## config.mk

```make
export PLATFORM = sky130hd
export DESIGN_NAME = sata_scrambler
export DESIGN_NICKNAME = d
export VERILOG_FILES = /design/src/rtl/sata_scrambler.sv
export SDC_FILE = /design/constraint.sdc
export NUM_CORES = 1
export LEC_CHECK = 0
export CORE_ASPECT_RATIO = 0.7
export CORE_MARGIN = 8
export CORE_UTILIZATION = 40
export CTS_BUF_LIST = sky130_fd_sc_hd__clkbuf_8
export CTS_CLUSTER_SIZE = 28
export DETAILED_ROUTE_END_ITERATION = 10
export PLACE_DENSITY = 0.73
export SLEW_MARGIN = 20
export SYNTH_ARGS = -nofsm -noshare
export SYNTH_HDL_FRONTEND = slang
export SYNTH_SLANG_ARGS = --single-unit
```

## constraint.sdc

```tcl
create_clock -name p_in_clk -period 3.34 [get_ports p_in_clk]
set_clock_uncertainty 0.15 [all_clocks]
set_input_delay 0.334 -clock p_in_clk [delete_from_list [all_inputs] [get_ports p_in_clk]]
set_output_delay 0.334 -clock p_in_clk [all_outputs]
set_load 0.005 [all_outputs]
```

## src/rtl/sata_scrambler.sv

```systemverilog
// SATA payload scrambler: 16-bit LFSR (x^16+x^15+x^13+x^4+1), 32 bits per step.
// p_in_SOF reloads the seed (priority over p_in_en); p_in_en advances one word.
module sata_scrambler #(
    parameter logic [15:0] G_INIT_VAL = 16'hF0F6
) (
    input  logic        p_in_clk,
    input  logic        p_in_rst_n,
    input  logic        p_in_SOF,
    input  logic        p_in_en,
    output logic [31:0] p_out_result
);

    logic [15:0] lfsr;
    logic [15:0] lfsr_nxt;

    always_comb begin
        logic [15:0] s;
        s = lfsr;
        p_out_result = '0;
        for (int unsigned i = 0; i < 32; i++) begin
            p_out_result[i] = s[15] ^ s[14] ^ s[12] ^ s[3];
            s = {s[14:0], p_out_result[i]};
        end
        lfsr_nxt = s;
    end

    always_ff @(posedge p_in_clk or negedge p_in_rst_n) begin
        if (!p_in_rst_n)
            lfsr <= G_INIT_VAL;
        else if (p_in_SOF)
            lfsr <= G_INIT_VAL;
        else if (p_in_en)
            lfsr <= lfsr_nxt;
    end

endmodule

```

==> results.ini, run 1 <==
[outcome]
status=finished, violations left
violations=setup timing

[sta]
timing.fmax_ghz=0.2975
fin_crit_ps=3362
worst_slack_ps=-21.82
setup_viol_count_final=1
rsz0062_at_grt=true
relSlewSlack_pct=46.75
report.final.slew_viol_count=0
tightest_slew_ps=796.3
post-route-period-util_pct=100.7
fin_worst_hold_slack_ps=384.7
hold_viol_final=0

[global_routing]
grt_pass1_vias=1620
grt_pass1_wl_um=9032
grt_max_degree=29
grtUsageTotal_pct=16.15
antenna_found_initial=0
grt_overflow=0

[finish]
antennaDiodeCount=0
areaGrowthSynthToFinish_pct=65.78
final_cell_area_mm2=0.003292
fin_nets=274
largest-register=lfsr
largestRegisters=lfsr: 16 flops
largest_reg_flops=16
fill_cells=343
drive_above_1_share_pct=53.90

[yosys]
ys_seq_elements=16
synth_compound_area_share_pct=5.545
synth-simple-area-share_pct=4.789
syn_inst=168
synth-xor-area-share_pct=62.38
synth_top_family_by_area=XOR/XNOR gates
synth_warnings=0
mappedNetlistArea_mm2=0.001986
synth-seq-area-share_pct=20.79
syn_avg_cell_area_um2=11.82
synth_nets=172
synth-adder-area-share_pct=0
synth.distinct_cells=25
muxShareOfSynthArea_pct=2.016

[detailed_routing]
routed_via_density=4.618
drc=0
postRouteAntennaNets=0
dr.pass1.iters=4
drtIter0Drc=116
vias=1561
wl_um=6016
wl_per_cell_um=17.80

[floorplanning]
rows=21
die_area_mm2=0.007511
die_x_um=100.2
fp.dieH_um=74.95
core_area_mm2=0.004782
boundaryPins=36
start_util_pct=41.52

[critical_path]
reg2reg_depth=11
critPathKind=reg2out
cp_max_fo=4
reg2reg_to=lfsr[0]
endpoint_kind=output pin
cp.arrival_ps=2880
cp.required_ps=2860
start_kind=register
reg2reg_setup_slack_ps=360
r2r_start=lfsr[1]

[run]
max-cap-violations=0

[place]
dpl-instance-area_mm2=0.002705
dp_hpwl_um=4278
gp_congestion=0.9496
io_buffer_count=35

[clock_tree]
numCtsBuffers=3
clock_latency_ps=260
numClockSinks=16
clockBufferDepth=2
cts_tree=yes
root_buffer=clkbuf_8
path_clk_slew_ps=70
htreeDepth=1

[hold_path]
hp-class=in2async

[timing repair]
action                     in CTS  in global routing
pin swaps                      20                  9
setup endpoints to repair      12                  8
hold buffers                    0                  0
setup buffers                  21                  8
resized for setup              42                 17
[metrics by stage]
step / std cells / util [%] / worst slack [ps] / setup TNS (ps)
5_1_grt: 338 / 68.84 / -113.7 / -420.1
3_3_place_gp: 305 / 56.57 / -25.87 / -25.87
6_report: 338 / 68.84 / -21.82 / -21.82
2_1_floorplan: 168 / - / 281.1 / 0
3_5_place_dp: 305 / 56.57 / -33.51 / -33.51
4_1_cts: 330 / 64.94 / -15.21 / -23.83
[layout by cell type, fill, tap and decap left out, types with 2 or more instances in the layout]
master            n
xor3_1            4
clkdlybuf4s50_1  24
mux2i_1           4
xnor2_2          18
buf_6             5
clkbuf_8          4
inv_1             4
xnor2_1          27
nor2b_1           9
xor2_4            4
dfstp_2          10
xnor3_2           5
a21oi_1           2
nor2_1            7
buf_4            69
xor2_1           13
buf_12            2
xnor2_4           5
dlygate4sd2_1     7
dfrtp_2           5
a211o_1           9
xor2_2           13
buf_2             2
xnor3_1           9
[critical path, cell delays in order, from the launching register on]
cell and delay, ps:
dfstp_2 610, buf_6 140, xnor2_4 140, xnor3_2 430
xor2_2 210, buf_4 130, xnor3_1 410, buf_6 140
xor2_4 130, xor2_1 150, buf_2 130
[final cells by class]
type                            count  area, um2  share of cell area, %
Inverter                            5      18.77                 0.5701
Clock buffer                        4      55.05                  1.672
Sequential cell                    16      419.2                  12.73
Tap cell                           69      86.33                  2.623
Multi-Input combinational cell    133       1764                  53.59
Timing Repair Buffer              111      948.4                  28.81
[cells in the mapped netlist, drive strengths merged]
cell type / number / area [um2]
dfstp: 10 / 262.8
nand2b: 1 / 6.260
a21oi: 2 / 10.01
xnor2: 50 / 509.2
nor2b: 9 / 56.30
xnor3: 14 / 319.1
a211o: 9 / 78.83
nor2: 7 / 26.28
a31o: 1 / 8.760
clkbuf: 5 / 18.77
dfrtp: 6 / 150.1
mux2i: 4 / 40.04
inv: 5 / 18.76
or2: 1 / 6.260
xor3: 4 / 95.09
buf: 9 / 51.29
a211oi: 1 / 12.51
xor2: 30 / 315.3
[worst max path at each step]
stage	start	endpoint	slack [ps]
CTS	lfsr[8]	p_out_result[31]	-20
global route	lfsr[1]	p_out_result[31]	-110
floorplan	lfsr[6]	p_out_result[31]	280
detailed placement	lfsr[3]	p_out_result[28]	-30
finish	lfsr[1]	p_out_result[31]	-20
global placement	lfsr[3]	p_out_result[28]	-30
[logic make-up (layout without fill, tap and decap cells)]
logic type | count (synthesis) | in the layout
muxes | 4 | 4
and+or+nand+nor | 18 | 18
xor gates and xnor gates | 98 | 98
AOI/OAI and AO/OA | 13 | 13
buffers and inverters | 19 | 120
DFF | 16 | 16
[metal layers]
layer  track usage (%)  routed length, um  vias up
met5                 0                  0        -
met4             2.000                 27        0
met3             3.047                356        3
met2             26.44               2716       50
met1             22.25               2917      780
li1                  -                  -      728
Power of run 1 is left out: the tool's default activity adds up to more than one toggle a clock period on the data nets, which glitch-free logic cannot reach.
==> inputs of run 2 (changes only) <==
Settings changed: TNS_END_PERCENT from default to 10.
==> run 2 against run 1 <==
Net effect: the run still ends with setup timing left; via count down 2.7%; die area did not move; routed wire length decreased by 2.9%; critical path depth shrank 2; final area down 5.4%; critical path type unchanged; critical endpoint is now p_out_result[29]; highest routed layer unchanged.
==> results.ini, run 2 (synthesized netlist as in run 1, its figures left out) <==
[outcome]
status=finished, violations left
violations=setup timing

[critical_path]
crit_buf_inv=3  ; -1
crit_path_max_incr_delay_ps=550  ; -60 ps
start_kind=register
cp.required_ps=2860  ; about the same
cp.depth=8  ; -2
cp_max_fo=3  ; -1
cp_slowest_cell=dfstp_2
critPathKind=reg2out
cp.arrival_ps=2900  ; +20 ps
path_cells=xor2_2 > buf_4 > xnor3_1 > xor2_1 > xnor2_1 > buf_4 > xnor2_1 > clkdlybuf4s50_1
endpoint_kind=output pin
crit_family=XOR/XNOR gates
reg2reg_depth=9  ; -2

[finish]
layout_commonest_cell=buf_4
largest-register=lfsr
fin_nets=264  ; -3.6%
largest_reg_flops=16  ; unchanged
drive_above_1_share_pct=49.42  ; -4.5 points
areaGrowthSynthToFinish_pct=56.90
largestRegisters=lfsr: 16 flops
antennaDiodeCount=0  ; unchanged
most-common-layout-cells=buf_4 (62), xnor2_1 (34), clkdlybuf4s50_1 (24)

[sta]
hold_viol_final=0  ; unchanged
fin_crit_ps=3383  ; +20.79 ps
timing.fmax_ghz=0.2956  ; -0.61%
worst_slack_ps=-42.61  ; -20.79 ps
post-route-period-util_pct=101.3  ; +0.62 points
setup_viol_count_final=2  ; +1
tightest_slew_ps=787.6  ; -8.767 ps
rsz0062_at_grt=true
report.final.slew_viol_count=0  ; unchanged
finalSetupTns_ps=-60.88  ; -39.05 ps
relSlewSlack_pct=47.33  ; +0.59 points

[run]
max-cap-violations=0  ; unchanged

[floorplanning]
fp.dieH_um=74.95  ; unchanged
die_area_mm2=0.007511  ; unchanged
boundaryPins=36  ; unchanged
die_x_um=100.2  ; unchanged
rows=21  ; unchanged
start_util_pct=41.52  ; unchanged
core_area_mm2=0.004782  ; unchanged

[place]
gp_congestion=0.9496  ; unchanged
io_buffer_count=35  ; unchanged
pre_cts_ws_ps=-33.51  ; unchanged
dp_hpwl_um=4278  ; unchanged

[clock_tree]
clock_latency_ps=260  ; about the same
clockBufferDepth=2  ; unchanged
path_clk_slew_ps=70  ; about the same
numCtsBuffers=3  ; unchanged
root_buffer=clkbuf_8
htreeDepth=1  ; unchanged
numClockSinks=16  ; unchanged
cts_hold_buffers=0  ; unchanged
cts_tree=yes

[detailed_routing]
drc=0  ; unchanged
wl_um=5842  ; -2.9%
postRouteAntennaNets=0  ; unchanged
wl_per_cell_um=17.81  ; about the same
routed_via_density=4.631  ; +0.28%
drtIter0Drc=77  ; -34%
dr.pass1.iters=4  ; unchanged
vias=1519  ; -2.7%

[global_routing]
grt_pass1_wl_um=8783  ; -2.8%
grt_max_degree=29  ; unchanged
antenna_found_initial=0  ; unchanged
grtUsageTotal_pct=15.61  ; -0.54 points
grt_overflow=0  ; unchanged
grt_pass1_vias=1575  ; -2.8%

[hold_path]
hp-class=in2async

==> run 2: cell types whose count changed in the layout (fill, tap and decap cells not counted), sizes merged <==
cell	before	now
buf	78	68
dlymetal6s2s	1	4
dlygate4sd2	7	5
clkdlybuf4s15	1	0
==> run 2: timing repair <==
| action | in CTS | in global routing |
|---|---|---|
| setup endpoints to repair | 12 | 9 |
| buffers inserted | 11 | 8 |
| pin swaps | 11 | 8 |
| cloned | 0 | 0 |
| resized for setup | 27 | 17 |
==> run 2: routing by layer <==
layer  global-route usage, %  vias to the layer above  routed length [um]
met2                   24.67                       47                2578
met3                   2.770                        4                 482
met4                   2.000                        0                  70
met5                       0                        -                   0
met1                   22.23                      764                2710
li1                        -                      704                   -
==> run 2: cell type report <==
type / instances / area, um2
multi-input combinational: 133 / 1674
fill: 401 / 1667
timing repair buffer: 101 / 863.3
sequential: 16 / 417.9
tap: 69 / 86.33
clock buffer: 4 / 55.05
inverter: 5 / 18.77
==> run 2: worst paths after layout <==
kind                                  from               end  slack [ps]
max in group asynchronous       p_in_rst_n           lfsr[3]        2110
worst min-delay path            p_in_rst_n          lfsr[10]         390
min in group p_in_clk              p_in_en           lfsr[3]         500
worst max-delay path              lfsr[15]  p_out_result[29]         -40
worst min register to register     lfsr[3]           lfsr[3]         540
worst max register to register    lfsr[15]           lfsr[3]         440
==> run 2: per-stage QoR <==
stage | utilization (%) | hold WS, ps | instance area (um2) | cells
after floorplan | - | -111.6 | 1986 | 168
after detailed placement | 56.57 | 544.0 | 2705 | 305
after global routing | 65.15 | 441.7 | 3115 | 328
after global placement | 56.57 | 563.3 | 2705 | 305
final | 65.15 | 385.8 | 3115 | 328
after CTS | 62.43 | 403.3 | 2985 | 320
==> run 2: worst reg2reg max path: stages, from the launching register on <==
cell      delay [ps]
dfstp_2          550
xor2_2           180
xnor3_2          480
buf_4            160
xor2_2           190
xnor3_1          390
inv_2             80
xnor3_1          300
buf_4            140
a211oi_2         190
Power of run 2 is left out for the same reason.
==> inputs of run 3 (changes only) <==
Settings changed: SKIP_CTS_REPAIR_TIMING from default to 1, SKIP_LAST_GASP from default to 1.
==> run 3 against run 2 <==
Net effect: the run still ends with setup timing left; first-iteration DRC count fell by 14%; final area decreased by 6.6%; worst setup slack got worse by 230 ps; clock-buffer cell count did not move; routed wire length shrank 6.4%; core utilization shrank 4.3 points; critical path type unchanged; critical endpoint is now p_out_result[25].
==> results.ini, run 3 (synthesized netlist as in run 1, its figures left out) <==
[global_routing]
grt_pass1_vias=1502  ; -4.6%
antenna_found_initial=0  ; unchanged
grt_pass1_wl_um=8217  ; -6.4%
grt_max_degree=29  ; unchanged
grtUsageTotal_pct=14.60  ; -1.0 points
grt_overflow=0  ; unchanged

[clock_tree]
htreeDepth=1  ; unchanged
clock_latency_ps=260  ; about the same
clockBufferDepth=2  ; unchanged
root_buffer=clkbuf_8
numClockSinks=16  ; unchanged
cts_tree=yes
numCtsBuffers=3  ; unchanged
path_clk_slew_ps=70  ; about the same

[place]
gp_congestion=0.9496  ; unchanged
dp_hpwl_um=4278  ; unchanged
dpl-instance-area_mm2=0.002705  ; unchanged
io_buffer_count=35  ; unchanged
pre_cts_ws_ps=-33.51  ; unchanged

[detailed_routing]
drtIter0Drc=66  ; -14%
wl_per_cell_um=17.13  ; -3.8%
dr.pass1.iters=4  ; unchanged
postRouteAntennaNets=0  ; unchanged
vias=1454  ; -4.3%
drc=0  ; unchanged
routed_via_density=4.558  ; -1.6%
wl_um=5466  ; -6.4%

[critical_path]
cp_common_cell=buf_4
crit_buf_inv=5  ; +2
crit_family=buffers and inverters
cp.arrival_ps=3130  ; +230 ps
r2r_start=lfsr[7]
start_kind=register
cp.required_ps=2860  ; about the same
endpoint_kind=output pin
startpoint=lfsr[7]
reg2reg_setup_slack_ps=170  ; -270 ps
critPathKind=reg2out
cp_slowest_cell=dfstp_2
crit_path_max_incr_delay_ps=600  ; +50 ps
path_cells=buf_6 > buf_4 > xor3_2 > xnor3_2 > xnor2_1 > buf_4 > xnor2_4 > buf_4 > xnor2_1 > clkdlybuf4s50_1
cp_max_fo=5  ; +2

[sta]
setup_viol_count_final=12  ; +10
worst_slack_ps=-273.8  ; -231.2 ps
post-route-period-util_pct=108.2  ; +6.9 points
tightest_slew_ps=779.9  ; -7.694 ps
fin_worst_hold_slack_ps=380.1  ; -5.675 ps
timing.fmax_ghz=0.2767  ; -6.4%
report.final.slew_viol_count=0  ; unchanged
fin_crit_ps=3614  ; +231.2 ps
rsz0062_at_grt=true
relSlewSlack_pct=47.85  ; +0.51 points
hold_viol_final=0  ; unchanged

[floorplanning]
core_area_mm2=0.004782  ; unchanged
start_util_pct=41.52  ; unchanged
boundaryPins=36  ; unchanged
fp.dieH_um=74.95  ; unchanged
die_x_um=100.2  ; unchanged
die_area_mm2=0.007511  ; unchanged
rows=21  ; unchanged

[finish]
areaGrowthSynthToFinish_pct=46.50
most-common-layout-cells=buf_4 (56), xnor2_1 (40), clkdlybuf4s50_1 (31)
fin_nets=255  ; -3.4%
largestRegisters=lfsr: 16 flops
antennaDiodeCount=0  ; unchanged
drive_above_1_share_pct=41.60  ; -7.8 points
layout_commonest_cell=buf_4
final_cell_area_mm2=0.002909  ; -6.6%
largest_reg_flops=16  ; unchanged
largest-register=lfsr
final_util_pct=60.83  ; -4.3 points

[hold_path]
hp-class=in2async

[outcome]
violations=setup timing
status=finished, violations left

[run]
max-cap-violations=0  ; unchanged

## run 3: cell count changes in the layout (fill, tap and decap cells not counted), sizes merged
cell           before  now
buf                68   58
clkdlybuf4s50      24   31
dlygate4sd2         5    0
dlymetal6s2s        4    3
## run 3: final cells by class
| type | count | area, um2 |
|---|---|---|
| multi-input combinational | 133 | 1548 |
| fill | 416 | 1873 |
| sequential | 16 | 416.7 |
| inverter | 5 | 18.77 |
| timing repair buffer | 92 | 784.5 |
| tap | 69 | 86.33 |
| clock buffer | 4 | 55.05 |
## run 3: metal layers
layer	track usage, %	share of wire, %
met5	0	0
met4	2.000	0.38
met3	2.770	9.3
met2	22.24	43
met1	21.25	47
## run 3: through the flow
step           TNS (ps)  std cells
4_1_cts           -2298        309
6_report          -2033        319
2_1_floorplan         0        168
3_5_place_dp     -33.51        305
3_3_place_gp     -25.87        305
5_1_grt           -3169        319
## run 3: worst paths after layout
path	depth (start not counted)	to
worst max-delay path	10	p_out_result[25]
worst min-delay path	1	lfsr[10]
worst max register to register	9	lfsr[0]
worst min register to register	2	lfsr[3]
max in group asynchronous	1	lfsr[3]
min in group p_in_clk	2	lfsr[3]
Power of run 3 is left out for the same reason.
